### src/rtl/stopwatch_counter.sv
// stopwatch_counter: run/pause/clear stopwatch FSM driving a four-digit BCD M:S1S0.T elapsed-time counter
module stopwatch_counter #(
  parameter int TICK_DIV = 100,
  parameter int PRE_W    = 7
) (
  input  logic       clk,
  input  logic       resetTime,
  input  logic       start_resume,
  input  logic       stop,
  output logic [3:0] sw_min,
  output logic [3:0] sw_sec1,
  output logic [3:0] sw_sec0,
  output logic [3:0] sw_tenth,
  output logic       running,
  output logic       overflow
);
  typedef enum logic [1:0] {IDLE, RUN, PAUSE} state_t;
  state_t state_q, state_d;
  logic [PRE_W-1:0] pre_q, pre_d;
  logic [3:0] min_q, min_d, sec1_q, sec1_d, sec0_q, sec0_d, tenth_q, tenth_d;
  logic ovf_q, ovf_d, start_prev_q, stop_prev_q, running_q;
  logic start_p, stop_p, tick, clear, c0, c1, c2, c3;
  always_comb begin
    start_p = start_resume & ~start_prev_q;
    stop_p  = stop & ~stop_prev_q;
    state_d = state_q;
    pre_d   = pre_q;
    tick    = 1'b0;
    clear   = 1'b0;
    case (state_q)
      IDLE: if (start_p && !stop_p) begin
        state_d = RUN;
        pre_d   = '0;
      end
      RUN: if (start_p || stop_p) state_d = PAUSE;
      else begin
        tick  = pre_q == PRE_W'(TICK_DIV - 1);
        pre_d = tick ? '0 : pre_q + 1'b1;
      end
      PAUSE: if (stop_p) begin
        state_d = IDLE;
        pre_d   = '0;
        clear   = 1'b1;
      end else if (start_p) state_d = RUN;
      default: state_d = IDLE;
    endcase
    c0      = tick && tenth_q == 4'd9;
    c1      = c0 && sec0_q == 4'd9;
    c2      = c1 && sec1_q == 4'd5;
    c3      = c2 && min_q == 4'd9;
    tenth_d = clear ? 4'd0 : tick ? (c0 ? 4'd0 : tenth_q + 4'd1) : tenth_q;
    sec0_d  = clear ? 4'd0 : c0 ? (c1 ? 4'd0 : sec0_q + 4'd1) : sec0_q;
    sec1_d  = clear ? 4'd0 : c1 ? (c2 ? 4'd0 : sec1_q + 4'd1) : sec1_q;
    min_d   = clear ? 4'd0 : c2 ? (c3 ? 4'd0 : min_q + 4'd1) : min_q;
    ovf_d   = clear ? 1'b0 : ovf_q | c3;
  end
  always_ff @(posedge clk or posedge resetTime) begin
    if (resetTime) begin
      state_q      <= IDLE;
      pre_q        <= '0;
      min_q        <= '0;
      sec1_q       <= '0;
      sec0_q       <= '0;
      tenth_q      <= '0;
      ovf_q        <= 1'b0;
      start_prev_q <= 1'b0;
      stop_prev_q  <= 1'b0;
      running_q    <= 1'b0;
    end else begin
      state_q      <= state_d;
      pre_q        <= pre_d;
      min_q        <= min_d;
      sec1_q       <= sec1_d;
      sec0_q       <= sec0_d;
      tenth_q      <= tenth_d;
      ovf_q        <= ovf_d;
      start_prev_q <= start_resume;
      stop_prev_q  <= stop;
      running_q    <= state_d == RUN;
    end
  end
  assign sw_min   = min_q;
  assign sw_sec1  = sec1_q;
  assign sw_sec0  = sec0_q;
  assign sw_tenth = tenth_q;
  assign running  = running_q;
  assign overflow = ovf_q;
endmodule

### config.mk
export PLATFORM = sky130hd
export DESIGN_NAME = stopwatch_counter
export DESIGN_NICKNAME = d
export VERILOG_FILES = /design/src/rtl/stopwatch_counter.sv
export SDC_FILE = /design/constraint.sdc
export NUM_CORES = 1
export LEC_CHECK = 0
export CAP_MARGIN = 20
export CORE_AREA = 2 2 61 63
export DETAILED_ROUTE_END_ITERATION = 8
export DIE_AREA = 0 0 63 65
export GPL_ROUTABILITY_DRIVEN = 0
export MAX_ROUTING_LAYER = met4
export PLACE_DENSITY = 0.78
export SYNTH_ARGS = -nofsm -noshare
export SYNTH_HDL_FRONTEND = slang
export SYNTH_SLANG_ARGS = --single-unit
export TNS_END_PERCENT = 5
### constraint.sdc
create_clock -name clk -period 1.8 [get_ports clk]
set_input_delay 0.54 -clock clk [delete_from_list [all_inputs] [get_ports clk]]
set_output_delay 0.54 -clock clk [all_outputs]
set_load 0.02 [all_outputs]
==> results.py, run 1 <==
metrics = {
    "sta": {
        "hold_viol_final": 0,
        "setup_viol": 8,
        "fin_crit_sh": 1.03,
        "timing.hold.ws_ns": 0.374,
        "fin_ws_ns": -0.0562,
        "fin_skew_ns": 0.0111,
        "rsz0062_at_grt": "true",
        "min_period_ns": 1.86,
        "tightest_slew_ns": 0.387,
        "fmax_mhz": 539,
        "maxSlewHeadroom": 0.742,
        "slew_violations": 0,
    },
    "global_route": {
        "overflow": 0,
        "grt_pass1_wl_um": 6690,
        "grt_max_degree": 30,
        "grt_pass1_vias": 1530,
        "grt_antenna_before_repair": 0,
        "grt_usage": 0.215,
    },
    "route": {
        "drtAntennaViolNets": 0,
        "via_count": 1493,
        "route.detailed.drc": 0,
        "drt-vias-per-instance": 5.57,
        "drtPass1Iterations": 4,
        "drt_iter0_drc": 69,
        "wirelength_um": 4030,
        "routedWlPerCell_um": 15.0,
    },
    "clock_tree": {
        "cts_max_level": 2,
        "clock_sinks": 29,
        "cts_tree": "done",
        "cts-root-buf": "clkbuf_4",
        "clk_pin_slew_ns": 0.09,
        "cts-buffers-inserted": 5,
        "cts.hold.buffers_added": 0,
        "clkLatencyLatePin_ns": 0.33,
        "clock_path_buffers": 2,
    },
    "critical_path": {
        "rr_worst_depth": 8,
        "path_class": "input port to flop",
        "required_ns": 2.07,
        "end_kind": "flop",
        "arrival_ns": 2.12,
        "startpoint": "start_resume",
        "cp_cell_sequence": "clkdlybuf4s50_1 > buf_4 > nor2b_1 > nor3_4 > nand2_2 > or3_4 > a21oi_2",
        "worstSetupStartpointType": "input port",
        "cp_slowest_cell": "clkdlybuf4s50_1",
        "r2r_slack_ns": 0.01,
        "r2r-start": "sw_tenth[1]$_DFFE_PP0P_",
        "crit_path_max_fanout": 6,
        "slowest_delay_ns": 0.42,
    },
    "power_and_ir_drop": {
        "peakVddDrop_v": 0.000475,
        "pwr_density_cell_mw_per_mm2": 640,
        "power.leakage_uw": 0.00118,
    },
    "floorplanning": {
        "core_area_mm2": 0.00350,
        "chipWidth_um": 63,
        "die_y_um": 65,
        "ios": 22,
        "row_count": 22,
        "start_util": 0.465,
        "dieArea_mm2": 0.00410,
    },
    "status": {
        "status": "finished with violations",
        "violations": "setup timing",
    },
    "synth": {
        "syn_inst": 162,
        "async_reset_ff_frac": 1.00,
        "synth_nets": 175,
        "synth_top_area_share": 0.446,
        "synth_area_mm2": 0.00163,
        "avgSynthCellArea_um2": 10.0,
        "synthFlopType": "dfrtp_1",
        "ys_ff_latch": 29,
        "ys_top_cells_by_area": "dfrtp_1 45%, ha_1 6.9%, nor2_1 4.2%, mux2i_1 3.1%, nand3_1 3.1%",
        "ys_warn_count": 0,
        "synth_seq_area_share": 0.446,
        "synth_cell_type_count": 43,
        "yosys.area.top_type": "dfrtp_1",
        "synth_edf_count": 0,
    },
    "placement": {
        "hpwl_um": 2920,
        "dpl_worst_slack_ns": -0.474,
        "portBuffers": 21,
        "postPlaceCellArea_mm2": 0.00210,
    },
    "min_path": {
        "hold_depth": 1,
        "hp-start": "stop",
        "hold_class": "input port to flop",
    },
    "final_layout": {
        "syn_to_final_growth_pct": 40.3,
        "fill_cells": 294,
        "nNetsFinal": 232,
        "drive_gt1_frac": 0.314,
        "final_area_mm2": 0.00228,
        "antenna_cells": 0,
        "utilization": 0.652,
        "final_cell_mix": "27 x dfrtp_1, 27 x buf_4, 17 x nor2_1, 17 x dlygate4sd2_1, 10 x nand3_1",
    },
    "job": {
        "drv_cap": 0,
    },
}
metrics by stage:
stage                     TNS (ns)  power, uW  std cells
after CTS                   -0.772       1450        262
after global placement       -7.35        980        254
after detailed placement     -8.87        994        254
final                       -0.200       1460        268
after floorplan             -0.128        875        162
after global routing         -1.17       1540        268
timing repair:
item,in CTS,in global routing
gates cloned,0,0
resized for setup,21,21
setup buffers,0,6
pin swaps,2,14
setup endpoints to repair,34,24
worst paths after layout:
kind                                           end
max                        sw_tenth[0]$_DFFE_PP0P_
min                          stop_prev_q$_DFF_PP0_
max reg2reg                  sw_min[0]$_DFFE_PP0P_
min reg2reg                     overflow$_DFF_PP0_
max in group asynchronous  sw_tenth[1]$_DFFE_PP0P_
min in group asynchronous     pre_q[0]$_DFFE_PP0P_
sequential cells by signal, indices dropped and copies added, names as in the netlist:
register and count:
running 1, pre_q 7, sw_sec0 4, overflow 1
sw_min 4, stop_prev_q 1, sw_sec1 4, start_prev_q 1
state_q 2, sw_tenth 4
cell usage after synthesis, types with 2 or more instances:
master    number
dfrtp_1       29
nor2_1        18
nand2_1       10
nand3_1       10
ha_1           9
a21oi_1        7
inv_1          6
or3_1          6
mux2i_1        5
nor3_1         5
a31oi_1        3
and3_1         3
clkbuf_1       3
nand2b_1       3
nand4_1        3
nor2b_1        3
nor3b_1        3
xnor2_1        3
nand3b_1       2
nor3_4         2
nor4_1         2
o21ai_0        2
o21ai_1        2
o22ai_1        2
o31ai_1        2
xor2_1         2
layer usage:
layer | global-route usage | part of all wire | vias to the layer above
met5 | - | 0 | -
met2 | 0.380 | 0.54 | 49
met1 | 0.229 | 0.39 | 734
met3 | 0.0625 | 0.055 | 10
li1 | - | - | 700
met4 | 0.0806 | 0.016 | 0
layout make-up:
class	instances	area, um^2	area share
Clock buffer	7	65.1	0.0285
Timing Repair Buffer	53	459	0.201
Tap cell	48	60.1	0.0263
Clock inverter	1	5.00	0.00219
Multi-Input combinational cell	124	941	0.413
Sequential cell	29	728	0.319
Inverter	6	22.5	0.00987
worst max-delay path, delay by kind of cell:
| kind | cells | cell delay (ns) |
|---|---|---|
| and+or+nand+nor | 4 | 0.89 |
| buffers and inverters | 2 | 0.56 |
| AOI/OAI and AO/OA | 1 | 0.14 |
kinds of logic (layout without fill, tap and decap cells):
kind of cell | after synthesis | after routing | synth area share
simple gates | 78 | 78 | 0.294
flops | 29 | 29 | 0.446
compound gates | 26 | 26 | 0.105
fa+ha+maj | 9 | 9 | 0.0693
buf+inv | 9 | 67 | 0.0208
mux | 6 | 6 | 0.0377
xor+xnor | 5 | 5 | 0.0269
power breakdown:
| part | switching, uW | internal [uW] | leakage, uW |
|---|---|---|---|
| Clock | 234 | 226 | 0.0000413 |
| Combinational | 129 | 141 | 0.000748 |
| Sequential | 40.7 | 690 | 0.000392 |
Note: power is estimated with default switching activity, not from simulation.
==> run 2, diff against run 1 <==
--- a/config.mk
+++ b/config.mk
@@ -7,6 +7,7 @@
 export LEC_CHECK = 0
 export CAP_MARGIN = 20
 export CORE_AREA = 2 2 61 63
+export CTS_CLUSTER_DIAMETER = 200
 export DETAILED_ROUTE_END_ITERATION = 8
 export DIE_AREA = 0 0 63 65
 export GPL_ROUTABILITY_DRIVEN = 0
==> results of run 2 <==
Final layout, timing and power as in run 1 (identical DEF).
